**src/rtl/reg_arb_pkg.sv**
```systemverilog
// Shared constants and types for the register-file write-port arbiter.
// Latency: n/a (declarations only).
// Backpressure: n/a.
package reg_arb_pkg;
    localparam int       REG_ADDR_W      = 5;
    localparam int       REG_DATA_W      = 32;
    localparam logic [4:0] REG_ZERO      = 5'd0;
    localparam int       DEFAULT_NUM_REQ = 3;

    typedef logic [REG_ADDR_W-1:0] reg_idx_t;
    typedef logic [REG_DATA_W-1:0] reg_word_t;
endpackage

```
**src/rtl/reg_write_arbiter_if.sv**
```systemverilog
// Requester-side write request bus: packed per-requester index/data slices plus one-hot ready.
// Latency: ready is combinational from valid.
// Backpressure: a requester holds valid/reg/data until it sees valid & ready at a posedge.
interface reg_write_arbiter_if
    import reg_arb_pkg::*;
#(
    parameter int NUM_REQ = DEFAULT_NUM_REQ,
    parameter int ADDR_W  = REG_ADDR_W,
    parameter int DATA_W  = REG_DATA_W
);
    logic [NUM_REQ-1:0]        req_valid;
    logic [NUM_REQ*ADDR_W-1:0] req_reg;
    logic [NUM_REQ*DATA_W-1:0] req_data;
    logic [NUM_REQ-1:0]        req_ready;

    modport master (output req_valid, req_reg, req_data, input req_ready);
    modport slave  (input req_valid, req_reg, req_data, output req_ready);
endinterface

```
**src/rtl/rr_arbiter.sv**
```systemverilog
// Combinational round-robin picker: first valid requester at or after ptr, wrapping.
// Latency: zero (pure combinational).
// Backpressure: none; grant is one-hot or all-zero when nothing is valid.
module rr_arbiter #(
    parameter int NUM_REQ = 3,
    parameter int PTR_W   = 2
) (
    input  logic [NUM_REQ-1:0] valid,
    input  logic [PTR_W-1:0]   ptr,
    output logic [NUM_REQ-1:0] grant
);
    logic [PTR_W-1:0] idx;

    // Walk from the farthest candidate back to ptr so the nearest valid one wins.
    always_comb begin
        grant = '0;
        idx   = '0;
        for (int k = NUM_REQ - 1; k >= 0; k--) begin
            idx = PTR_W'((int'(ptr) + k) % NUM_REQ);
            if (valid[idx]) begin
                grant      = '0;
                grant[idx] = 1'b1;
            end
        end
    end
endmodule

```
**src/rtl/reg_write_arbiter.sv**
```systemverilog
// Round-robin share of the register file write port; REG_ARB_PRIO0_EN gives req 0 strict priority.
// Latency: handshake at edge N drives rf_reg_write during cycle N..N+1; one write per cycle.
// Backpressure: ungranted requesters see ready=0 and must hold their request.
module reg_write_arbiter
    import reg_arb_pkg::*;
#(
    parameter int NUM_REQ = DEFAULT_NUM_REQ,
    parameter int ADDR_W  = REG_ADDR_W,
    parameter int DATA_W  = REG_DATA_W,
    parameter int CNT_W   = 16
) (
    input  logic                clk,
    input  logic                rst_n,
    reg_write_arbiter_if.slave  req_bus,
    output logic                rf_reg_write,
    output logic [ADDR_W-1:0]   rf_write_reg,
    output logic [DATA_W-1:0]   rf_write_data,
    output logic [CNT_W-1:0]    conflict_cnt
);
    localparam int PTR_W = (NUM_REQ > 1) ? $clog2(NUM_REQ) : 1;

    logic [PTR_W-1:0]   rr_ptr;
    logic [PTR_W-1:0]   rr_ptr_nxt;
    logic [NUM_REQ-1:0] rr_valid;
    logic [NUM_REQ-1:0] rr_grant;
    logic [NUM_REQ-1:0] grant;
    logic [NUM_REQ-1:0] hs;
    logic [PTR_W-1:0]   g_idx;
    logic [ADDR_W-1:0]  sel_reg;
    logic [DATA_W-1:0]  sel_data;
    logic               hs_any;
    logic               ptr_adv;
    logic               conflict;

    rr_arbiter #(
        .NUM_REQ (NUM_REQ),
        .PTR_W   (PTR_W)
    ) u_rr (
        .valid (rr_valid),
        .ptr   (rr_ptr),
        .grant (rr_grant)
    );

`ifdef REG_ARB_PRIO0_EN
    // Req 0 bypasses the rotation; the pointer only tracks the other requesters.
    assign rr_valid = req_bus.req_valid & {{(NUM_REQ-1){1'b1}}, 1'b0};
    assign grant    = req_bus.req_valid[0] ? {{(NUM_REQ-1){1'b0}}, 1'b1} : rr_grant;
    assign ptr_adv  = hs_any && (g_idx != '0);
`else
    assign rr_valid = req_bus.req_valid;
    assign grant    = rr_grant;
    assign ptr_adv  = hs_any;
`endif

    assign req_bus.req_ready = grant & {NUM_REQ{rst_n}};
    assign hs                = req_bus.req_valid & req_bus.req_ready;
    assign hs_any            = |hs;
    assign conflict          = $countones(req_bus.req_valid) > 1;

    always_comb begin
        g_idx    = '0;
        sel_reg  = '0;
        sel_data = '0;
        for (int i = 0; i < NUM_REQ; i++) begin
            if (hs[i]) begin
                g_idx    = PTR_W'(i);
                sel_reg  = req_bus.req_reg[i*ADDR_W +: ADDR_W];
                sel_data = req_bus.req_data[i*DATA_W +: DATA_W];
            end
        end
    end

    always_comb begin
        rr_ptr_nxt = rr_ptr;
        if (ptr_adv) begin
            rr_ptr_nxt = (g_idx == PTR_W'(NUM_REQ - 1)) ? '0 : g_idx + PTR_W'(1);
        end
    end

    always_ff @(posedge clk or negedge rst_n) begin
        if (!rst_n) begin
            rr_ptr        <= '0;
            rf_reg_write  <= 1'b0;
            rf_write_reg  <= '0;
            rf_write_data <= '0;
            conflict_cnt  <= '0;
        end else begin
            rr_ptr <= rr_ptr_nxt;
            if (hs_any) begin
                rf_write_reg  <= sel_reg;
                rf_write_data <= sel_data;
                // Writes to $zero still complete the handshake but never reach the file.
                rf_reg_write  <= (sel_reg != '0);
            end else begin
                rf_reg_write  <= 1'b0;
            end
            if (conflict && (conflict_cnt != {CNT_W{1'b1}})) begin
                conflict_cnt <= conflict_cnt + CNT_W'(1);
            end
        end
    end
endmodule

```
**src/flat_wrapper.sv**
```systemverilog
// flat-port wrapper written by rule: the top's interface ports become plain ports
module reg_write_arbiter_flat import reg_arb_pkg::*;
#(
    parameter int NUM_REQ = DEFAULT_NUM_REQ,
    parameter int ADDR_W  = REG_ADDR_W,
    parameter int DATA_W  = REG_DATA_W,
    parameter int CNT_W   = 16
)
  (clk, rst_n, rf_reg_write, rf_write_reg, rf_write_data, conflict_cnt, req_bus_req_valid, req_bus_req_reg, req_bus_req_data, req_bus_req_ready);
  reg_write_arbiter_if #(.NUM_REQ(NUM_REQ), .ADDR_W(ADDR_W), .DATA_W(DATA_W)) req_bus_i ();
  input  logic clk;
  input  logic rst_n;
  output logic rf_reg_write;
  output logic [ADDR_W-1:0] rf_write_reg;
  output logic [DATA_W-1:0] rf_write_data;
  output logic [CNT_W-1:0] conflict_cnt;
  input wire logic [$bits(req_bus_i.req_valid)-1:0] req_bus_req_valid;
  input wire logic [$bits(req_bus_i.req_reg)-1:0] req_bus_req_reg;
  input wire logic [$bits(req_bus_i.req_data)-1:0] req_bus_req_data;
  output wire logic [$bits(req_bus_i.req_ready)-1:0] req_bus_req_ready;
  assign req_bus_i.req_valid = req_bus_req_valid;
  assign req_bus_i.req_reg = req_bus_req_reg;
  assign req_bus_i.req_data = req_bus_req_data;
  assign req_bus_req_ready = req_bus_i.req_ready;
  reg_write_arbiter #(.NUM_REQ(NUM_REQ), .ADDR_W(ADDR_W), .DATA_W(DATA_W), .CNT_W(CNT_W)) u_core (.clk(clk), .rst_n(rst_n), .req_bus(req_bus_i), .rf_reg_write(rf_reg_write), .rf_write_reg(rf_write_reg), .rf_write_data(rf_write_data), .conflict_cnt(conflict_cnt));
endmodule
```
**config.mk**
```make
export PLATFORM = sky130hd
export DESIGN_NAME = reg_write_arbiter_flat
export DESIGN_NICKNAME = d
export VERILOG_FILES = /design/src/rtl/reg_arb_pkg.sv /design/src/rtl/reg_write_arbiter_if.sv /design/src/rtl/rr_arbiter.sv /design/src/rtl/reg_write_arbiter.sv /design/src/flat_wrapper.sv
export SDC_FILE = /design/constraint.sdc
export NUM_CORES = 1
export LEC_CHECK = 0
export ABC_AREA = 1
export CAP_MARGIN = 20
export CORE_ASPECT_RATIO = 1.4
export CORE_MARGIN = 3
export CORE_UTILIZATION = 57
export CTS_CLUSTER_SIZE = 25
export DETAILED_ROUTE_END_ITERATION = 10
export DONT_BUFFER_PORTS = 1
export PLACE_DENSITY_LB_ADDON = 0.08
export SKIP_LAST_GASP = 1
export SLEW_MARGIN = 20
export SYNTH_ARGS = -nofsm -noshare
export SYNTH_HDL_FRONTEND = slang
export SYNTH_HIERARCHICAL = 1
export SYNTH_SLANG_ARGS = --single-unit
```
**constraint.sdc**
```tcl
create_clock -name clk -period 3.3 [get_ports clk]
set_input_delay 0.66 -clock clk [delete_from_list [all_inputs] [get_ports clk]]
set_output_delay 0.66 -clock clk [all_outputs]
set_load 0.1 [all_outputs]
```
==> results of run 1 <==
-- path summary, 6_finish.rpt --
check	start	endpoint	cells past startpoint
setup / recovery	u_core/rr_ptr[0]	req_bus_req_ready[1]	12
hold / removal	rst_n	u_core/conflict_cnt[12]	0
setup reg to reg	u_core/rr_ptr[0]	u_core/rf_write_data[20]	16
hold reg to reg	u_core/conflict_cnt[12]	u_core/conflict_cnt[12]	1
max in group asynchronous	rst_n	u_core/conflict_cnt[10]	0
min in group clk	req_bus_req_data[93]	u_core/rf_write_data[29]	2
-- metrics by stage --
| stage | setup WS (ps) | cell area, um2 | hold WS, ps | instances | utilization (%) |
|---|---|---|---|---|---|
| floorplan | 638 | 3340 | 364 | 457 | - |
| global placement | 557 | 3480 | 366 | 528 | 62.1 |
| detailed placement | 378 | 3480 | 366 | 528 | 62.1 |
| CTS | 356 | 3570 | 23.0 | 536 | 63.7 |
| global route | 0.124 | 3570 | 13.1 | 536 | 63.7 |
| finish | 328 | 3570 | 37.2 | 536 | 63.7 |
-- layer usage --
metal	up-vias	GRT usage, %	part of all wire [%]
met2	154	47.9	53
met3	25	5.20	7.0
met5	-	0	0
li1	1532	-	-
met4	0	10.6	2.7
met1	1493	31.7	37
-- Yosys cell counts, types with 4 or more instances --
master	number
a21oi_1	5
a31oi_1	30
buf_2	4
buf_4	4
buf_6	4
clkbuf_1	9
dfrtp_1	56
ha_1	6
inv_1	21
inv_2	6
nand2_1	135
nand2_2	6
nand3_1	57
nor2_1	53
o21ai_0	28
o21ai_1	8
xnor2_1	10
-- cell type report --
class,instances,share of cell area [%]
multi-input combinational,353,48.0
timing repair buffer,24,5.05
clock buffer,8,2.52
tap,68,2.38
sequential,56,39.2
inverter,27,2.84
-- kinds of logic after synthesis --
family,Yosys count,share of synthesized area [%]
compound gates,76,12.9
flops,56,41.9
fa+ha+maj,6,2.24
xor+xnor,12,3.14
buf+inv,48,6.88
simple gates,259,32.9
-- worst max-delay path, cell delays in order (launching register included) --
cell and delay [ps]:
dfrtp_1 410, inv_1 80, ha_1 380, inv_2 110
nand2_1 70, nand2_2 110, nand3_1 100, nand2_1 70
inv_1 50, a21oi_2 150, nand2_1 120, inv_1 70
buf_4 280
==> impl_results.md, run 1 <==
- Status: complete, no violations
- CP Max Fanout: 5
- Area taken by multi-input logic gates: 1710 um2
- Initial antenna violation count: 0
- CTS Hold Buffers Added: 0
- Synth Cell Area: 3340 um2
- Ys async rst share: 100%
- Clock root buffer: clkbuf_8
- Final Skew: 7.53 ps
- Seq/Total Area, Yosys: 41.9%
- Cell count after synthesis: 457
- CTS H-tree lvls: 2
- CTS resizes: 0
- Worst Setup End Kind: primary output
- TNS Setup: 0 ps
- Cell taking the most area after synthesis: dfrtp_1
- Die H: 96.6 um
- Top post-synthesis cells by area: dfrtp_1 42%, nand2_1 15%, nand3_1 8.5%
- F_max: 0.336 GHz
- Vias: 3204
- Gr usage total: 27.1%
- Period utilisation layout: 90.1%
- TritonCTS buffer count: 5
- Max-Slew Margin vs Limit: 35.5%
- Crit path arrival time: 2310 ps
- DP HPWL: 6.98 mm
- Final Critical Period: 2970 ps
- Die area: 6840 um2
- Die outline width: 70.7 um
- First-pass GRT wire length: 15.0 mm
- Worst-margin pin slew: 967 ps
- PortBufs: 0
- Site Rows: 32
- Initial core utilization: 59.7%
- WP data required: 2640 ps
- Syn Nets: 579
- Max FFs per register: 32
- Max-slew violation count: 0
- ANT cells: 0
- Most common cell after layout, fill and taps aside: nand2_1
- Worst-skew pair later-pin latency: 300 ps
- Synth top area share: 41.9%
- Fin. Hold Viols: 0
- Setup bufs post-CTS: 0
- First-iteration detailed-routing DRC count: 184
- Commonest non-fill, non-tap cells in the layout: 135 x nand2_1, 57 x nand3_1, 56 x dfrtp_1, 53 x nor2_1, 30 x a31oi_1
- Clock Path Buffers: 2
- Hold Path Class: input port to async pin
- Yosys cell types: 25
- Avg Inst Size Synth: 7.32 um2
- Vias in the first global route: 3052
- FF+latch area: 1400 um2
- 1st-pass router iterations: 5
- Synth-to-layout area growth: 6.77%
- Final ANT Viol Nets: 0
- Wire length per cell: 17.8 um
- Synth Register Bits: 56
- Top Ports: 173
- Total global routing overflow: 0
- Final Wtd Congestion: 0.928
- Final nets: 589
- Pin count of the biggest net entering global routing: 62
- Drc violations: 0
- RSZ-0062 raised after global routing: no
- WS Path Type: flop to primary output
- Ys flop type: dfrtp_1
- Final wirelength: 9.53 mm
- R2R setup slack: 360 ps
- Post-synth EDFFs: 0
- Final setup fails: 0
- CTS sink count: 56
- Clock transition at the registers of the reported paths: 100 ps
- Layout fillers: 527
- CTS tree: yes
- Core Area: 5610 um2
- Via-per-instance ratio: 5.98
- Share of layout cells above drive strength 1: 10.3%
- Worst Setup Start Kind: flop
- Yosys warnings: 6
- Number of max-cap violations: 0
Power of run 1 is left out: the tool's default activity adds up to more than one toggle a clock period on the data nets, which glitch-free logic cannot reach.
==> run 2: changes to the inputs <==
Clock period 3.3 ns to 3.2 ns, I/O delays scaled along.
==> run 2 against run 1 <==
Effect of this change: sequential share of layout area is 0.53 points lower; non-clock buffer count increased by 4; flip-flop and latch count unchanged; core utilization up 0.87 points; worst setup slack worse by 55 ps; largest cell class unchanged; highest routed layer unchanged.
==> impl_results.md, run 2 (same netlist as run 1, synthesis figures left out) <==
- CTS sink count: 56 (unchanged)
- Worst Setup Start Kind: flop
- Wire length per cell: 17.7 um (-0.24%)
- Final nets: 593 (+0.68%)
- F_max: 0.342 GHz
- Gr busiest metal: met2
- Commonest non-fill, non-tap cells in the layout: 135 x nand2_1, 57 x nand3_1, 56 x dfrtp_1, 53 x nor2_1, 30 x a31oi_1
- Post-route cell area: 3620 um2 (+1.4%)
- Pre-CTS WS: 467 ps (+89.1 ps)
- PortBufs: 0 (unchanged)
- First-iteration detailed-routing DRC count: 157 (-15%)
- Fin. Hold Viols: 0 (unchanged)
- CTS tree: yes
- Initial core utilization: 59.7% (unchanged)
- Final setup fails: 0 (unchanged)
- Worst-margin pin slew: 975 ps (+8.22 ps)
- Clock Path Buffers: 2 (unchanged)
- Worst Setup End Kind: primary output
- Pin count of the biggest net entering global routing: 62 (unchanged)
- Final ANT Viol Nets: 0 (unchanged)
- Final Worst Setup Slack: 273 ps (-55.3 ps)
- TNS Setup: 0 ps (unchanged)
- CTS H-tree lvls: 2 (unchanged)
- Die outline width: 70.7 um (unchanged)
- Final wirelength: 9.56 mm (+0.31%)
- Hold Path Class: input port to async pin
- Vias: 3209 (+0.16%)
- Worst reg2reg path depth: 16 (unchanged)
- Cell Chain, Critical Path: inv_1 -> ha_1 -> inv_2 -> nand2_1 -> nand2_2 -> nand3_1 -> nand2_1 -> inv_1 -> a21oi_2 -> nand2_1 -> inv_1 -> buf_4
- M1 GR Usage: 30.8% (-0.85 points)
- Initial antenna violation count: 0 (unchanged)
- Worst-skew pair later-pin latency: 300 ps (about the same)
- CP max-delay cell: dfrtp_1
- Vias in the first global route: 3089 (+1.2%)
- Max FFs per register: 32 (unchanged)
- DP HPWL: 7.00 mm (+0.28%)
- Period utilisation layout: 91.5%
- Clock transition at the registers of the reported paths: 100 ps (about the same)
- Total global routing overflow: 0 (unchanged)
- Max-slew violation count: 0 (unchanged)
- Number of max-cap violations: 0 (unchanged)
- RSZ-0062 raised after global routing: no
- Crit path arrival time: 2290 ps (-20 ps)
- Final Critical Period: 2930 ps
- Gr usage total: 27.2% (+0.16 points)
- CP Max Fanout: 5 (unchanged)
- Most common cell after layout, fill and taps aside: nand2_1
- Share of layout cells above drive strength 1: 10.8% (+0.57 points)
- Top Ports: 173 (unchanged)
- Clock root buffer: clkbuf_8
- GR Util met2: 49.2% (+1.4 points)
- Core Area: 5610 um2 (unchanged)
- Final Wtd Congestion: 0.872 (-6.1%)
- Synth-to-layout area growth: 8.23%
- WP data required: 2560 ps (-80 ps)
- Final Skew: 3.40 ps (-4.13 ps)
- Max-Slew Margin vs Limit: 35.0% (-0.55 points)
- CTS resizes: 0 (unchanged)
- Dpl cell area: 3510 um2 (+0.79%)
- Die area: 6840 um2 (unchanged)
- GR Util met3: 5.51% (+0.31 points)
- TritonCTS buffer count: 5 (unchanged)
- Worst path max stage delay: 400 ps (about the same)
- 1st-pass router iterations: 5 (unchanged)
- Via-per-instance ratio: 5.95 (-0.40%)
- Status: complete, no violations
- Drc violations: 0 (unchanged)
- ANT cells: 0 (unchanged)
- Die H: 96.6 um (unchanged)
- Site Rows: 32 (unchanged)
- First-pass GRT wire length: 15.1 mm (+0.32%)
- WS Path Type: flop to primary output
-- run 2: changes by cell type in the layout (fill, tap and decap cells not counted), sizes merged --
cell	change
buf	+3
clkbuf	-2
dlygate4sd3	+1
inv	+1
-- run 2: metrics by stage --
stage / utilization, % / cells / hold WS [ps]
after detailed placement: 62.6 / 530 / 346
after floorplan: - / 457 / 344
after global routing: 64.6 / 539 / 3.71
after global placement: 62.6 / 530 / 346
final: 64.6 / 539 / 15.3
after CTS: 64.0 / 537 / 7.05
-- run 2: what timing repair did --
item	CTS	global route
setup buffers	0	0
hold buffers	0	2
hold endpoints to repair	0	32
-- run 2: critical path, delay by kind of cell (launching register included) --
kind | cells | cell delay (ps)
compound gates | 1 | 140
fa+ha+maj | 1 | 380
buf+inv | 5 | 580
flops | 1 | 400
simple gates | 5 | 480
-- run 2: layer usage --
| layer | vias up | wire length [um] |
|---|---|---|
| li1 | 1541 | - |
| met3 | 20 | 684 |
| met2 | 141 | 5040 |
| met4 | 0 | 270 |
| met5 | - | 0 |
| met1 | 1507 | 3560 |
-- run 2: layout make-up --
cell class              instances  area (um2)
clock buffers                   6        72.6
flip-flops and latches         56        1400
fillers                       544        1990
inverters                      27         101
multi-input cells             353        1710
clock inverters                 1        8.76
well taps                      68        85.1
repair buffers                 28         238
-- run 2: path summary, 6_finish.rpt --
path	start	endpoint	slack, ps
worst max register to register	u_core/rr_ptr[0]	u_core/rf_write_data[24]	410
min in group clk	req_bus_req_data[94]	u_core/rf_write_data[30]	450
max in group asynchronous	rst_n	u_core/conflict_cnt[4]	1940
worst min register to register	u_core/conflict_cnt[12]	u_core/conflict_cnt[12]	540
worst max-delay path	u_core/rr_ptr[0]	req_bus_req_ready[1]	270
worst min-delay path	rst_n	u_core/conflict_cnt[8]	20
Power of run 2 is left out for the same reason.
==> run 3: changes to the inputs <==
Settings changed: SLEW_MARGIN 20 to 0.
==> results of run 3 <==
No change in the layout: final DEF, timing and power equal those of run 2.
Power of run 3 is left out for the same reason.
